===== src/rtl/sprite_pkg.sv =====
// rtl/sprite_pkg.sv - shared constants and types for the sprite draw engine
package sprite_pkg;

  localparam int SPRITE_DIM = 16;
  localparam int CNT_W      = $clog2(SPRITE_DIM);
  localparam int SCREEN_W   = 320;
  localparam int SCREEN_H   = 240;

  typedef logic [1:0] sprite_id_t;
  typedef logic [8:0] coord_t;

  localparam logic [7:0] TRANSPARENT_KEY = 8'hE3;
  localparam sprite_id_t ID_SKIP         = 2'b11;

  typedef enum logic [2:0] {
    ST_IDLE,
    ST_READ,
    ST_EVAL,
    ST_WRITE,
    ST_DONE,
    ST_RELEASE
  } eng_state_t;

endpackage


===== src/rtl/sprite_pixel_counter.sv =====
// rtl/sprite_pixel_counter.sv - row/col walker over one sprite tile
module sprite_pixel_counter
  import sprite_pkg::*;
(
  input  logic             clk,
  input  logic             resetn,
  input  logic             clear,
  input  logic             advance,
  output logic [CNT_W-1:0] row,
  output logic [CNT_W-1:0] col,
  output logic             last
);

  // col runs fastest and carries into row when it wraps
  always_ff @(posedge clk) begin
    if (!resetn || clear) begin
      row <= '0;
      col <= '0;
    end else if (advance) begin
      if (col == CNT_W'(SPRITE_DIM - 1)) begin
        col <= '0;
        row <= row + CNT_W'(1);
      end else begin
        col <= col + CNT_W'(1);
      end
    end
  end

  assign last = (row == CNT_W'(SPRITE_DIM - 1)) && (col == CNT_W'(SPRITE_DIM - 1));

endmodule


===== src/rtl/sprite_draw_engine.sv =====
// rtl/sprite_draw_engine.sv - copies one sprite from ROM into the frame buffer
module sprite_draw_engine
  import sprite_pkg::*;
(
  input  logic        CLOCK_50,
  input  logic        RESET_L,
  input  logic        UPDATE,
  input  logic        RUN_ENG,
  input  logic [1:0]  SPRITE_ID,
  input  logic [8:0]  TARGET_X,
  input  logic [8:0]  TARGET_Y,
  output logic        ENG_DONE,
  output logic [9:0]  ROM_ADDR,
  input  logic [7:0]  ROM_DATA,
  output logic [16:0] FB_ADDR,
  output logic [7:0]  FB_DATA,
  output logic        FB_WE,
  input  logic        FB_READY
);

  eng_state_t       state, state_nxt;
  sprite_id_t       id_q, eff_id;
  coord_t           x_q, y_q;
  logic [CNT_W-1:0] row, col;
  logic             last_px;
  logic             cnt_clear, cnt_adv, latch_en, fb_load, fb_release;
  logic [9:0]       px, py;
  logic             pixel_skip;
  logic [16:0]      fb_addr_calc;

  sprite_pixel_counter u_counter (
    .clk     (CLOCK_50),
    .resetn  (RESET_L),
    .clear   (cnt_clear),
    .advance (cnt_adv),
    .row     (row),
    .col     (col),
    .last    (last_px)
  );

  // an UPDATE in the same cycle as RUN_ENG must steer the skip decision
  assign eff_id = UPDATE ? SPRITE_ID : id_q;

  // 10-bit sums so a 9-bit overflow lands off-screen instead of wrapping
  assign px = {1'b0, x_q} + {{(10 - CNT_W){1'b0}}, col};
  assign py = {1'b0, y_q} + {{(10 - CNT_W){1'b0}}, row};

  assign pixel_skip = (ROM_DATA == TRANSPARENT_KEY) ||
                      (px >= 10'(SCREEN_W)) || (py >= 10'(SCREEN_H));

  // py*320 as py*256 + py*64
  assign fb_addr_calc = ({7'd0, py} << 8) + ({7'd0, py} << 6) + {7'd0, px};

  assign ROM_ADDR = {id_q, row, col};

  // state register
  always_ff @(posedge CLOCK_50) begin
    if (!RESET_L) state <= ST_IDLE;
    else          state <= state_nxt;
  end

  // next-state decode
  always_comb begin
    state_nxt = state;
    case (state)
      ST_IDLE:    if (RUN_ENG) state_nxt = (eff_id == ID_SKIP) ? ST_DONE : ST_READ;
      ST_READ:    state_nxt = ST_EVAL;
      ST_EVAL: begin
        if (!pixel_skip)  state_nxt = ST_WRITE;
        else if (last_px) state_nxt = ST_DONE;
        else              state_nxt = ST_READ;
      end
      ST_WRITE:   if (FB_READY) state_nxt = last_px ? ST_DONE : ST_READ;
      ST_DONE:    state_nxt = ST_RELEASE;
      ST_RELEASE: if (!RUN_ENG) state_nxt = ST_IDLE;
      default:    state_nxt = ST_IDLE;
    endcase
  end

  // per-state control strobes
  always_comb begin
    ENG_DONE   = 1'b0;
    latch_en   = 1'b0;
    cnt_clear  = 1'b0;
    cnt_adv    = 1'b0;
    fb_load    = 1'b0;
    fb_release = 1'b0;
    case (state)
      ST_IDLE: begin
        latch_en  = UPDATE;
        cnt_clear = RUN_ENG;
      end
      ST_EVAL: begin
        cnt_adv = pixel_skip;
        fb_load = !pixel_skip;
      end
      ST_WRITE: begin
        cnt_adv    = FB_READY;
        fb_release = FB_READY;
      end
      ST_DONE: ENG_DONE = 1'b1;
      default: ;
    endcase
  end

  // target latch, only open while idle
  always_ff @(posedge CLOCK_50) begin
    if (!RESET_L) begin
      id_q <= '0;
      x_q  <= '0;
      y_q  <= '0;
    end else if (latch_en) begin
      id_q <= SPRITE_ID;
      x_q  <= TARGET_X;
      y_q  <= TARGET_Y;
    end
  end

  // frame-buffer write request, held stable until the arbiter accepts it
  always_ff @(posedge CLOCK_50) begin
    if (!RESET_L) begin
      FB_WE   <= 1'b0;
      FB_ADDR <= '0;
      FB_DATA <= '0;
    end else if (fb_load) begin
      FB_WE   <= 1'b1;
      FB_ADDR <= fb_addr_calc;
      FB_DATA <= ROM_DATA;
    end else if (fb_release) begin
      FB_WE   <= 1'b0;
    end
  end

endmodule


===== config.mk =====
export PLATFORM = sky130hd
export DESIGN_NAME = sprite_draw_engine
export DESIGN_NICKNAME = d
export VERILOG_FILES = /design/src/rtl/sprite_pkg.sv /design/src/rtl/sprite_pixel_counter.sv /design/src/rtl/sprite_draw_engine.sv
export SDC_FILE = /design/constraint.sdc
export NUM_CORES = 1
export LEC_CHECK = 0
export CORE_MARGIN = 2
export CORE_UTILIZATION = 25
export DETAILED_ROUTE_END_ITERATION = 8
export GPL_TIMING_DRIVEN = 0
export PLACE_DENSITY_LB_ADDON = 0.08
export REMOVE_ABC_BUFFERS = 1
export SKIP_LAST_GASP = 1
export SYNTH_ARGS = -nofsm -noshare
export SYNTH_HDL_FRONTEND = slang
export SYNTH_HIERARCHICAL = 1
export SYNTH_SLANG_ARGS = --single-unit

===== constraint.sdc =====
create_clock -name CLOCK_50 -period 10.45 [get_ports CLOCK_50]
set_input_delay 2.09 -clock CLOCK_50 [delete_from_list [all_inputs] [get_ports CLOCK_50]]
set_output_delay 2.09 -clock CLOCK_50 [all_outputs]
set_load 0.02 [all_outputs]

After elaboration in Yosys (flattened, before gate mapping)
Cells that the tools add are included.
{"block": "op_classes", "n_addsub": 6, "n_mul": 0, "n_div": 0, "magnitude_cmp": 2, "eq_ne": 12, "shifts": 0, "muxes": 17, "n_bitwise": 0, "reduce_logical": 10}
{"op": "$add 9x4->10", "count": 2}
{"op": "$mux 3", "count": 6}
{"op": "$pmux 3 s6", "count": 1}
{"op": "$add 17x10->17", "count": 1}
{"op": "$add 17x16->17", "count": 1}
{"op": "$ge 10x8->1 const B", "count": 1}
{"op": "$ge 10x9->1 const B", "count": 1}
{"op": "$add 4x1->4 const B", "count": 2}
{"op": "$eq 4x4->1 const B", "count": 2}
{"op": "$eq 8x8->1 const B", "count": 1}
{"op": "$mux 1", "count": 7}
{"op": "$eq 3x2->1 const B", "count": 2}
{"op": "$eq 3x3->1 const B", "count": 2}
{"op": "$ne 2x2->1 const B", "count": 3}
{"op": "$mux 4", "count": 1}
{"op": "$eq 3x1->1 const B", "count": 1}
{"op": "$logic_not 3->1", "count": 1}
{"op": "$logic_or 1x1->1", "count": 3}
{"op": "$reduce_and 3->1", "count": 1}
{"op": "$eq 2x2->1 const B", "count": 1}
{"op": "$logic_not 1->1", "count": 2}
{"op": "$mux 2", "count": 1}
{"op": "$pmux 1 s2", "count": 1}
{"op": "$reduce_and 2->1", "count": 1}
{"op": "other kinds (2)", "count": 2}
{"block": "word_totals", "register_bits": 57, "latchBits": 0, "mem_bits_rw": 0, "romBits": 0, "inputBits": 33, "out_inout_bits": 37, "wordCells": 56, "memories": 0}

Longest topological paths before layout
Gate-level depths: netlist of run 1.
{"block": "depth", "depth_word": 7, "depth_mapped": 16, "mapped_depth_nobuf": 16}

Modules after synthesis
The synthesis of run 1 kept the hierarchy.
{"mod": "sprite_draw_engine", "instances": 1, "cells_per_inst": 387, "area_each_um2": 3178.0, "seq_area_each_um2": 980.9}
{"mod": "sprite_pixel_counter", "instances": 1, "cells_per_inst": 42, "area_each_um2": 376.6, "seq_area_each_um2": 160.2}

Worst setup path after synthesis of run 1
OpenSTA, ideal clock, no wires.
{"block": "synth_path", "path_kind": "reg-to-reg", "start": "register u_counter.col[0]", "end": "register FB_ADDR[14]", "setup_time_ns": 0.125, "arrival_ns": 3.811, "required_ns": 10.325, "setup_slack_ns": 6.514, "path_stages_with_launch": 17, "period_less_slack_ns": 3.936, "cell_sequence": "dfxtp_1 -> ha_1 -> inv_1 -> fa_1 -> nand2b_1 -> o2bb2ai_1 -> nor2_1 -> xnor2_1 -> fa_1 -> inv_1 -> ha_1 -> a211oi_1 -> nor2_1 -> o31a_1 -> or4_1 -> nand4_1 -> mux2i_1"}
{"block": "synth_via", "elab_chain_cells": 6, "elab_cells_between_ends": 7, "cone_classes": "2 x add/sub; 1 x order compare; 1 x mux; 3 x reduce/logical"}
{"item": "from (decl)", "line": "sprite_pixel_counter.sv:10", "text": "output logic [CNT_W-1:0] col,"}
{"item": "from (signal assigned)", "line": "sprite_pixel_counter.sv:24", "text": "col <= col + CNT_W'(1);"}
{"item": "$add 9x4->10 *", "line": "sprite_draw_engine.sv:45", "text": "assign px = {1'b0, x_q} + {{(10 - CNT_W){1'b0}}, col};"}
{"item": "$ge 10x9->1", "line": "sprite_draw_engine.sv:49", "text": "(px >= 10'(SCREEN_W)) || (py >= 10'(SCREEN_H));"}
{"item": "$logic_or 1x1->1", "line": "sprite_draw_engine.sv:48", "text": "assign pixel_skip = (ROM_DATA == TRANSPARENT_KEY) ||"}
{"item": "$logic_or 1x1->1", "line": "sprite_draw_engine.sv:49"}
{"item": "$logic_not 1->1", "line": "sprite_draw_engine.sv:95", "text": "fb_load = !pixel_skip;"}
{"item": "$mux 1", "line": "sprite_draw_engine.sv:88", "text": "case (state)"}
{"item": "to (signal assigned)", "line": "sprite_draw_engine.sv:127", "text": "FB_ADDR <= fb_addr_calc;"}
{"item": "to (decl)", "line": "sprite_draw_engine.sv:15", "text": "output logic [16:0] FB_ADDR,"}
Mark *: on every way between the ends. The rest lies on a longest branch, timed or not.
A chain may end at the register's enable or synchronous reset.

Worst setup path in the final report of run 1
{"block": "layout_path", "start": "input port ROM_DATA[4]", "end": "register u_counter.row[3]"}
{"block": "layout_via", "elab_chain_cells": 5}
{"item": "from (decl)", "line": "sprite_draw_engine.sv:14", "text": "input logic [7:0] ROM_DATA,"}
{"item": "$eq 8x8->1", "line": "sprite_draw_engine.sv:48"}
{"item": "$logic_or 1x1->1", "line": "sprite_draw_engine.sv:48"}
{"item": "$logic_or 1x1->1", "line": "sprite_draw_engine.sv:49"}
{"item": "$pmux 1 s2", "line": "sprite_draw_engine.sv:88"}
{"item": "net cnt_adv", "line": "sprite_draw_engine.sv:26", "text": "logic cnt_clear, cnt_adv, latch_en, fb_load, fb_release;"}
{"item": "$reduce_and 2->1 (no line)"}
{"item": "to (signal assigned)", "line": "sprite_pixel_counter.sv:22", "text": "row <= row + CNT_W'(1);"}
{"item": "to (decl)", "line": "sprite_pixel_counter.sv:9", "text": "output logic [CNT_W-1:0] row,"}
The timed path passes the listed nets, and every way through them passes these cells.

==> results of run 1 <==
## state kept, by name, summed over array words and instances (netlist names)
register	cells
u_counter/col	4
id_q	2
x_q	9
FB_WE	1
state	3
FB_DATA	8
FB_ADDR	17
y_q	9
u_counter/row	4
## placed cells by master (no fill, tap or decap), drive strengths merged, types with 7 or more instances in the layout
cell type      instances
a211oi                11
a21oi                 30
a31oi                  7
clkbuf                12
clkdlybuf4s50         68
dfxtp                 57
ha                    28
inv                   15
mux2i                 22
nand2                 93
nand3                  9
nor2                  20
o21ai                 15
xnor2                 12
xor2                   8
## through the flow
stage                     power (µW)  cell area (µm²)  hold slack [ns]   util  instances
after CTS                        830             4610            0.456  0.332        671
final                            815             4610            0.452  0.332        671
after detailed placement         562             4350            0.447  0.313        656
after global routing             876             4610            0.465  0.332        671
after floorplan                  459             3440            0.441      -        407
after global placement           561             4350            0.443  0.314        656
## layout make-up
| type | count | area, µm² |
|---|---|---|
| timing repair buffer | 69 | 686 |
| inverter | 16 | 60.1 |
| tap | 180 | 225 |
| clock buffer | 12 | 246 |
| fill | 1484 | 9270 |
| clock inverter | 3 | 17.5 |
| multi-input combinational | 334 | 2240 |
| sequential | 57 | 1140 |
## power by group through the flow
stage          logic [µW]  clock network [µW]  registers (µW)
2_1_floorplan         162                   0             298
3_3_place_gp          275                   0             286
3_5_place_dp          275                   0             287
4_1_cts               277                 270             282
5_1_grt               305                 283             288
6_report              273                 260             282
## routing by layer
layer / vias up / wire [µm]
li1: 1628 / -
met1: 1405 / 4810
met2: 48 / 3870
met3: 6 / 324
met4: 0 / 89
met5: - / 0
## cells by family (layout without fill, tap and decap cells)
kind of cell             Yosys count  count (layout)  share of synthesized area
adder cells (fa/ha/maj)           32              32                      0.121
multiplexers                      22              22                     0.0619
buffers and inverters             38             100                     0.0496
AO/OA/AOI/OAI                     97              97                      0.181
AND/OR/NAND/NOR                  163             163                      0.216
XOR/XNOR                          20              20                     0.0493
flip-flops                        57              57                      0.321
## worst max-delay path: stages
cell and delay (ns):
clkdlybuf4s50_1 0.42, and4b_1 0.26, a41oi_1 0.22, nand3_1 0.15, nor3b_1 0.07, nor3_1 0.86
nand4_4 0.28, or3_1 0.41, a21oi_1 0.14
## worst paths after layout
| kind | startpoint | end | slack (ns) | depth (start not counted) |
|---|---|---|---|---|
| worst max-delay path | ROM_DATA[4] | u_counter/row[3]$_SDFFE_PP0P_ | 5.78 | 9 |
| worst max register to register | u_counter/col[0]$_SDFFE_PP0P_ | FB_ADDR[14]$_SDFFE_PN0P_ | 6.25 | 16 |
| worst min-delay path | FB_DATA[2]$_SDFFE_PN0P_ | FB_DATA[2]$_SDFFE_PN0P_ | 0.45 | 2 |
| worst min register to register | FB_DATA[2]$_SDFFE_PN0P_ | FB_DATA[2]$_SDFFE_PN0P_ | 0.45 | 2 |
==> impl.org, run 1 <==
** GRT
- After global routing, the most crowded layer is met2.
- Grt total ovfl :: 0
- The first global-routing pass estimated 15000 µm of wire.
- Pin count of the biggest net entering global routing :: 48
- Met2 capacity usage during global routing :: 0.186
- In the global route stage, met1 resource usage came out at 0.178.
- Number of antenna violations at the first check in global routing :: 0
- In the global route stage, met3 resource usage came out at 0.0291.
- Vias in the first global route :: just under 3000
- Total routing resource utilization after global routing :: 0.127

** CTS
- Largest buffer count on any clock path :: 2
- Skew-Pair Late Insertion Delay :: 0.32 ns
- Number of buffers inserted for hold repair after clock tree synthesis :: 0
- TritonCTS buffer count :: 9
- Clock transition at path regs :: ~0.05 ns
- The clock net in this run drives a total of 57 sinks.
- CTS built an H-tree with a depth of 3.
- Buffer type at the clock tree root :: clkbuf_16
- # Post-CTS Setup Buffers :: 0
- TritonCTS clock tree :: built
- Gates resized during post-CTS repair numbered 0.

** Power and ir drop
- Dividing total power by cell area gives a power density of around 180 nW/µm².
- Of the total power, the share spent switching nets is 0.342.
- Summed over all cells, the static leakage comes to between 0.0015 and 0.002 µW.
- Of the total power, the clock network draws 0.319.
- Worst IR drop on VDD :: 73.7 µV
- Cell-internal power :: about 540 µW
- The share of total power dissipated in combinational logic is 0.335.
- Net switching power :: 279 µW
- Flop pwr share :: 0.346

** Synthesis
- Mean instance size in the synthesized netlist :: ~8.3 µm²
- Flip-flop and latch count after synthesis :: between 50 and 60
- After synthesis, the netlist uses 55 different library cells.
- Top cells by area, synth :: dfxtp_1, ha_1, nand2_1, mux2i_1, a21oi_1
- Of all flip-flops after synthesis, the portion carrying an async set or reset was 0.
- Register area share after synthesis :: 0.321
- In the synthesized netlist, the cells that appear most often are nand2_1, dfxtp_1, a21oi_1, ha_1, mux2i_1.
- nand2_1 is the most common cell in the netlist.
- Primary flip-flop cell chosen by synthesis mapping :: dfxtp_1
- Syn Std Cell Area :: ~3600 µm²
- The synthesized design contains 0 enable-type register cells.
- Post-synth top area share :: 0.321
- Warning count from the yosys run :: 6
- Post-Syn Instances :: 429
- Summed over all instances, the cell type with the most area after synthesis is dfxtp_1.

** STA
- Of the available clock period, the critical path in the final layout requires 0.447.
- Total negative slack for setup checks :: 0 ns
- Worst setup skew after layout :: 0.00760 ns
- Time the worst path needs with I/O delays and setup :: around 4.7 ns
- At the pin with the least slew margin, the transition time is roughly 1.1 ns.
- Once routing completed, OpenROAD measured the worst setup slack at approximately 5.8 ns.
- Based on the critical path, the design can be clocked at up to approximately 0.21 GHz.
- Final-report hold violation count :: 0
- Number of endpoints failing setup at the final stage :: 0
- Number of pins exceeding their max-slew limit in the final report :: 0
- Setup repair after global routing missed its margin :: false
- Relative slew margins :: 0.281

** Routing
- The first detailed-routing pass took 4 iterations.
- Total vias in the final route :: 3087
- Mean routed wirelength per cell :: between 10 and 15 µm
- Number of nets with antenna violations after routing :: 0
- The detailed router finished its first iteration with between 100 and 150 violations.
- The final layout contains routed wiring with a total length of 9090 µm.
- In the routed layout, each cell is associated on average with a via count of around 4.6.
- DRC violation count after routing :: 0

** Floorplan
- The total area inside the core boundary comes to around 14000 µm².
- Number of cell rows :: 43
- Starting density of the core :: 0.256
- For this design the top-level I/O count stands at 70.
- Floorplan die area :: around 15000 µm²
- Measured along the y axis, the die boundary spans 123 µm.
- Horizontal die dimension :: ~120 µm

** Run
- Max Cap Viol :: 0

** Critical path
- The worst setup path is launched from an input port.
- Of all nets on the critical path, the largest fanout is 7.
- At the worst endpoint, the arrival time is just under 5 ns.
- Startpoint-to-endpoint class of the critical path :: input port to flop
- STA puts the critical path data required time at around 11 ns.
- Critical path endpoint category :: flop

** Final layout
- Number of inserted diodes :: 0
- The net count of the finished layout is 552.
- In the final layout, the share of cells above drive strength 1 is 0.0530.
- Relative to the synthesized area, the layout overhead comes to 29.8%.

** Placed design
- Buffers placed on the I/O ports in this run total 69.
- Placed wire-length estimate :: 6940 µm
- At the end of routability-driven placement, the weighted congestion stood at roughly 0.74.
- Prior to clock tree synthesis, the placed netlist has a worst setup slack of between 5 and 6 ns.

** Run status
- Outcome :: finished clean

** Hold path
- Min-delay worst type :: flop to flop
Note: power is estimated with default switching activity, not from simulation.
==> inputs of run 2 (changes only) <==
==> constraint.sdc (replaced) <==
create_clock -name CLOCK_50 -period 4.4 [get_ports CLOCK_50]
set_input_delay 0.88 -clock CLOCK_50 [delete_from_list [all_inputs] [get_ports CLOCK_50]]
set_output_delay 0.88 -clock CLOCK_50 [all_outputs]
set_load 0.02 [all_outputs]
==> run 2 against run 1 <==
Hold slack barely moved. Power rose by 140%. Routed wire length rose by 0.17%. Sequential cell count did not move. Combinational power rose by 140%. Design area rose by 0.24%. Sequential power rose by 140%. Non-clock buffer count did not move. Die area did not move. Global-route usage did not move.
==> impl.org, run 2 (synthesized netlist as in run 1, its figures left out) <==
** GRT
- The global-route total usage across every layer is 0.127 (unchanged).
- The overall overflow remaining after global route was 0 (unchanged).
- The maximum number of pins on one net before global-route repair was 48 (unchanged).
- The wire length of the first global-routing pass is 15000 µm (unchanged).
- Number of antenna violations at the first check in global routing :: 0 (unchanged)
- Vias in the first global route :: 2950 (unchanged)

** Final layout
- In the final layout, the registers with the most flip-flops are FB_ADDR: 17 flops, x_q: 9 flops, y_q: 9 flops.
- Area added between synthesis and finish :: 30.1%
- The count of antenna diodes in the layout was 0 (unchanged).
- The final core area utilization was 0.333 (+0.000811).
- Most frequent cells in the layout :: nand2_1, clkdlybuf4s50_1, dfxtp_1, a21oi_1, ha_1
- The fraction of layout instances using a drive strength above 1 was 0.0591 (+0.00611).
- Most common cell after layout, fill and taps aside :: nand2_1
- The number of standard cells in the final layout excluding fillers is 671 (unchanged).
- Net total in the final layout :: 552 (unchanged)
- Register with the most flip-flops :: FB_ADDR
- Max reg flops :: 17 (unchanged)

** STA
- Worst setup skew after layout :: 0.00712 ns (-0.000480 ns)
- The worst slew margin relative to its limit is 0.399 (+0.118).
- The slew at the pin with the worst max-slew slack came to 0.896 ns (-0.175 ns).
- Final worst path period share :: 0.926
- The final count of hold timing violations is 0 (unchanged).
- The number of setup violations in the final report was 0 (unchanged).
- The worst path needs 4.07 ns of the cycle, external delays included.
- Static timing analysis puts the maximum clock frequency at between 0.2 and 0.25 GHz.
- The post-route worst hold slack is 0.452 ns (+0.0000250 ns).
- Setup repair after global routing missed its margin :: true
- Number of pins exceeding their max-slew limit in the final report :: 0 (unchanged)
- Total negative slack for setup checks :: 0 ns (unchanged)

** Placed design
- Final weighted congestion of routability-driven global placement :: 0.737 (unchanged)
- Placed wire-length estimate :: 6940 µm (unchanged)
- The number of input and output port buffers inserted was 69 (unchanged).
- Placed insts :: 656 (unchanged)

** Floorplan
- Standard cell core area :: 13900 µm² (unchanged)
- Die Y-Extent :: 123 µm (unchanged)
- The width of the die is 123 µm (unchanged).
- Number of cell rows :: 43 (unchanged)
- The number of placed I/O pins is 70 (unchanged).
- Starting density of the core :: 0.256 (unchanged)
- Floorplan die area :: 15200 µm² (unchanged)

** CTS
- The count of H-tree levels built during CTS came to 3 (unchanged).
- The number of buffers inserted during clock tree synthesis was 9 (unchanged).
- The sink count of the clock tree was 57 (unchanged).
- Skew-Pair Late Insertion Delay :: 0.33 ns (about the same)
- In this run the clock root is driven by a clkbuf_16.
- The number of post-CTS setup repair buffers came to 0 (unchanged).
- The clock transition at the registers of the reported paths was 0.05 ns (about the same).
- TritonCTS built the clock tree.
- The maximum clock path buffer count was 2 (unchanged).

** Critical path
- Logic depth of the worst register-to-register path :: 16 (unchanged)
- The required time of the critical path came to 4.58 ns (-6.12 ns).
- The data arrival at the endpoint of the critical path came to 4.26 ns (-0.67 ns).
- STA classifies the critical path endpoint as a flop.
- Largest fanout on the critical path :: 6 (-1)
- Worst-path cell chain :: ha_1 > inv_1 > fa_1 > nand2b_1 > o2bb2ai_1 > nor2_1 > xnor2_1 > fa_1 > inv_1 > ha_1 > a211oi_2 > nor2_1 > o31a_1 > or4_1 > nand4_1 > mux2i_1
- Startpoint-to-endpoint class of the critical path :: flop to flop
- For this design, the slowest cell found on the critical path is fa_1.
- Largest stage delay on the critical path :: 0.58 ns (-0.28 ns)
- STA classifies the critical path startpoint as a flop.

** Routing
- Total length of routed met2 wires :: 3810 µm (-1.4%)
- The number of DRC violations after detailed-routing iteration 0 was 124 (+1.6%).
- The iteration count of the initial detailed-routing pass was 4 (unchanged).
- The post-detailed-route via-to-cell ratio came to 4.63 (+0.55%).
- The total detailed-routing wirelength came to 9100 µm (+0.17%).
- DRC violation count after routing :: 0 (unchanged)
- The highest metal layer carrying signal wires in the routed design is met4.
- M1 WL :: 4760 µm (-1.1%)
- Mean routed wirelength per cell :: 13.6 µm (+0.17%)
- The number of nets with antenna violations after detailed routing came to 0 (unchanged).
- The wire length on met3 was 381 µm (+18%).
- The total vias in the final route is 3104 (+0.55%).

** Hold path
- The min-delay analysis places its worst path in the category flop to flop.
- Cell count of the worst hold path :: 2 (unchanged)

** Power and ir drop
- The total power density per cell area was 420 nW/µm² (+140%).
- The peak ir drop on the vdd network came to 179 µV (+140%).
- Total power of the final layout :: 1940 µW (+140%)
- Leakage Power :: 0.00183 µW (+0.16%)

** Run
- The total of max-cap violations was 0 (unchanged).

** Run status
- Outcome :: finished clean
-- run 2: cell counts in the layout (fill, tap and decap cells not counted) --
Identical to the previous run, type by type.
-- run 2: metrics by stage --
step / setup slack [ns] / instance area, µm²
4_1_cts: 0.157 / 4610
3_5_place_dp: 0.170 / 4350
6_report: 0.327 / 4620
5_1_grt: -0.00164 / 4620
2_1_floorplan: 0.453 / 3440
3_3_place_gp: -0.207 / 4350
-- run 2: worst paths after layout --
check	slack, ns	from	endpoint
hold reg to reg	0.45	FB_DATA[2]$_SDFFE_PN0P_	FB_DATA[2]$_SDFFE_PN0P_
hold / removal	0.45	FB_DATA[2]$_SDFFE_PN0P_	FB_DATA[2]$_SDFFE_PN0P_
setup / recovery	0.33	u_counter/col[0]$_SDFFE_PP0P_	FB_ADDR[14]$_SDFFE_PN0P_
setup reg to reg	0.33	u_counter/col[0]$_SDFFE_PP0P_	FB_ADDR[14]$_SDFFE_PN0P_
-- run 2: timing repair --
action,in CTS,in global routing
resized for setup,0,3
endpoints found under the hold margin,0,0
hold buffers,0,0
setup endpoints to repair,0,4
-- run 2: layer usage --
layer / track usage / vias to the layer above
li1: - / 1625
met1: 0.178 / 1413
met2: 0.186 / 56
met3: 0.0291 / 10
met4: 0.0533 / 0
met5: 0 / -
-- run 2: layout make-up --
class / instances / area, µm²
fill: 1483 / 9260
multi-input combinational: 334 / 2250
sequential: 57 / 1140
timing repair buffer: 69 / 686
clock buffer: 12 / 246
tap: 180 / 225
inverter: 16 / 60.1
clock inverter: 3 / 17.5
-- run 2: power breakdown --
group | leakage (µW) | switching (µW) | internal (µW) | total [µW]
combinational | 0.00124 | 360 | 290 | 651
sequential | 0.000464 | 76.8 | 593 | 670
clock | 0.000128 | 230 | 390 | 620
total | 0.00183 | 667 | 1270 | 1940
-- run 2: worst max-delay path: cells and delay by family, from the launching register on --
kind | cells | cell delay [ns]
compound gates | 3 | 0.76
xor+xnor | 1 | 0.10
fa+ha+maj | 4 | 1.52
buf+inv | 2 | 0.13
flops | 1 | 0.39
mux | 1 | 0.08
simple gates | 5 | 0.94
==> inputs of run 3 (changes only) <==
--- a/config.mk
+++ b/config.mk
@@ -6,7 +6,7 @@
 export NUM_CORES = 1
 export LEC_CHECK = 0
 export CORE_MARGIN = 2
-export CORE_UTILIZATION = 25
+export CORE_UTILIZATION = 52
 export DETAILED_ROUTE_END_ITERATION = 8
 export GPL_TIMING_DRIVEN = 0
 export PLACE_DENSITY_LB_ADDON = 0.08
==> run 3 against run 2 <==
Global-route usage rose by 9.6 points. Design area down 3.2%. Core utilization up 33 points. Clock power up 1%. Non-clock buffer count unchanged. Hold slack better by 0.0043 ns. Combinational power decreased by 2%. Largest cell class unchanged.
==> impl.org, run 3 (synthesized netlist as in run 1, its figures left out) <==
** Power and ir drop
- Net switching power :: 669 µW (+0.30%)
- Share of total power in combinational logic :: 0.332 (-0.003)
- Switching power as a share of total power :: 0.346 (+0.00277)
- The total power density per cell area came to 431 nW/µm² (+2.7%).
- The cell leakage power is 0.00183 µW (-0.33%).
- The cell-internal power came to 1260 µW (-0.92%).
- The peak ir drop on the vdd network is 236 µV (+32%).
- Fraction of power consumed by the clock network :: 0.324 (+0.004)
- Flop pwr share :: 0.344 (about the same)
- Total power of the final layout :: 1930 µW (-0.50%)

** Routing
- Number of nets with antenna violations after routing :: 0 (unchanged)
- The wire length per cell after detailed routing came to 14.2 µm (+4.7%).
- DRT Pass-1 Iters :: 4 (unchanged)
- The post-detailed-route via-to-cell ratio came to 5.58 (+21%).
- Total vias in the final route :: 3193 (+2.9%)
- Total wire length :: 8130 µm (-11%)
- DRC violation count after routing :: 0 (unchanged)
- Iter 0 DRT Violations :: 151 (+22%)

** Floorplan
- Floorplan die area :: 7510 µm² (-51%)
- Horizontal die dimension :: 86.7 µm (-30%)
- Ports placed on the boundary :: 70 (unchanged)
- The initial cell density of the core was 0.529 (+0.273).
- Standard cell core area :: 6720 µm² (-52%)
- Die Y-Extent :: 86.7 µm (-30%)
- Number of cell rows :: 30 (-30%)

** Placed design
- Final weighted congestion of routability-driven global placement :: 0.809 (+9.8%)
- The post-DP HPWL came to 5810 µm (-16%).
- The number of input and output port buffers inserted is 69 (unchanged).

** Final layout
- Final Core Density :: 0.666 (+0.333)
- Net total in the final layout :: 552 (unchanged)
- Leaving out fill and tap cells, the most frequent cells in the layout are nand2_1, clkdlybuf4s50_1, dfxtp_1, a21oi_1, ha_1.
- Area added between synthesis and finish :: 26.0%
- Largest registers :: FB_ADDR: 17 flops, x_q: 9 flops, y_q: 9 flops
- Share of layout cells above drive strength 1 :: 0.0610 (+0.00191)
- Most common cell after layout, fill and taps aside :: nand2_1
- Number of inserted diodes :: 0 (unchanged)
- The flip-flop count of the largest register after layout came to 17 (unchanged).
- The fill cell instance count of the final layout was 594 (-60%).
- More flip-flops sit in one register than any other, and that register is FB_ADDR.

** Critical path
- The worst setup path is captured at a flop.
- Startpoint-to-endpoint class of the critical path :: flop to flop
- The required time of the critical path was 4.61 ns (+0.03 ns).
- Reg2reg setup slack :: 0.23 ns (-0.10 ns)
- Worst Setup Start Kind :: flop
- Arrival time at the worst endpoint :: 4.38 ns (+0.12 ns)
- The highest fanout seen on the critical path came to 6 (unchanged).

** GRT
- The wire length of the first global-routing pass came to 13400 µm (-11%).
- The via count of the first global-routing pass is 2907 (-1.5%).
- Pin count of the biggest net entering global routing :: 48 (unchanged)
- Grt total ovfl :: 0 (unchanged)
- The number of antenna violations at the first check in global routing came to 0 (unchanged).
- The global-route total usage across every layer was 0.223 (+0.0961).

** STA
- Number of endpoints failing setup at the final stage :: 0 (unchanged)
- WHS :: 0.457 ns (+0.00435 ns)
- Maximum operating frequency :: 0.240 GHz (-2.3%)
- The ratio of final minimum period to clock period came to 0.947 (+0.0217).
- Time the worst path needs with I/O delays and setup :: 4.17 ns (+0.0953 ns)
- Final-report hold violation count :: 0 (unchanged)
- The worst setup skew after layout was 0.0120 ns (+0.00484 ns).
- Number of pins exceeding their max-slew limit in the final report :: 0 (unchanged)
- The worst slew margin relative to its limit came to 0.352 (-0.0470).
- Measured slew at the worst slew-check pin :: 0.965 ns (+0.0687 ns)

** Run
- The total of max-cap violations was 0 (unchanged).

** CTS
- H-tree lvl count :: 3 (unchanged)
- The number of buffers inserted during clock tree synthesis is 9 (unchanged).
- The maximum clock path buffer count came to 2 (unchanged).
- The sink count of the clock tree was 57 (unchanged).
- The clock transition at the registers of the reported paths was 0.08 ns (+0.03 ns).
- The insertion delay to the later sink of the worst-skew pair came to 0.34 ns (about the same).
- Buffer type at the clock tree root :: clkbuf_8
- TritonCTS built the clock tree.
- The number of post-CTS setup repair buffers is 0 (unchanged).

** Hold path
- Min-delay worst type :: flop to flop

** Run status
- Outcome :: finished clean
-- run 3: cell count changes in the layout (fill, tap and decap cells not counted), sizes merged --
cell and change:
bufinv +3, clkbuf -3, inv +2, clkinvlp -1
-- run 3: path summary, 6_finish.rpt --
check	from	endpoint	cells after the start
min	FB_DATA[3]$_SDFFE_PN0P_	FB_DATA[3]$_SDFFE_PN0P_	2
max reg2reg	u_counter/col[0]$_SDFFE_PP0P_	FB_ADDR[14]$_SDFFE_PN0P_	16
max	u_counter/col[0]$_SDFFE_PP0P_	FB_ADDR[14]$_SDFFE_PN0P_	16
min reg2reg	FB_DATA[3]$_SDFFE_PN0P_	FB_DATA[3]$_SDFFE_PN0P_	2
-- run 3: cell type report --
class                      count  area [µm²]  share of cell area
clock buffer                   9         124              0.0277
clock inverter                 7         125              0.0279
inverter                      16        60.1              0.0134
multi-input combinational    334        2240               0.501
sequential                    57        1140               0.255
tap                           80         100              0.0224
timing repair buffer          69         686               0.153
-- run 3: timing repair --
| action | CTS | global route |
|---|---|---|
| endpoints found under the setup margin | 0 | 1 |
| hold buffers | 0 | 0 |
| resized for setup | 0 | 1 |
-- run 3: power by group through the flow --
stage | logic (µW) | registers, µW | clock network (µW)
after floorplan | 384 | 707 | 0
after global placement | 623 | 672 | 0
after detailed placement | 634 | 675 | 0
after CTS | 640 | 664 | 629
after global routing | 707 | 676 | 650
final | 640 | 664 | 626
-- run 3: metal layers --
metal	routed length, µm	vias up	GRT usage
li1	-	1629	-
met1	3910	1485	0.294
met2	3810	70	0.367
met3	313	9	0.0448
met4	89	0	0.0710
met5	0	-	0
-- run 3: worst max-delay path, cell delays in order, from the launching register on --
cell and delay [ns]:
dfxtp_1 0.45, ha_1 0.25, inv_1 0.07, fa_1 0.39, nand2b_1 0.21, o2bb2ai_1 0.22
nor2_1 0.15, xnor2_1 0.10, fa_1 0.57, inv_1 0.06, ha_1 0.32, a211oi_2 0.27
nor2_1 0.10, o31a_1 0.30, or4_1 0.41, nand4_1 0.10, mux2i_1 0.07
-- run 3: stage by stage --
step                      area, µm²  setup slack [ns]  TNS [ns]  instances
after global placement         4230            0.0127         0        556
after CTS                      4470             0.211         0        572
final                          4480             0.232         0        572
after floorplan                3440             0.453         0        407
after detailed placement       4220             0.254         0        556
after global routing           4480           -0.0138   -0.0138        572
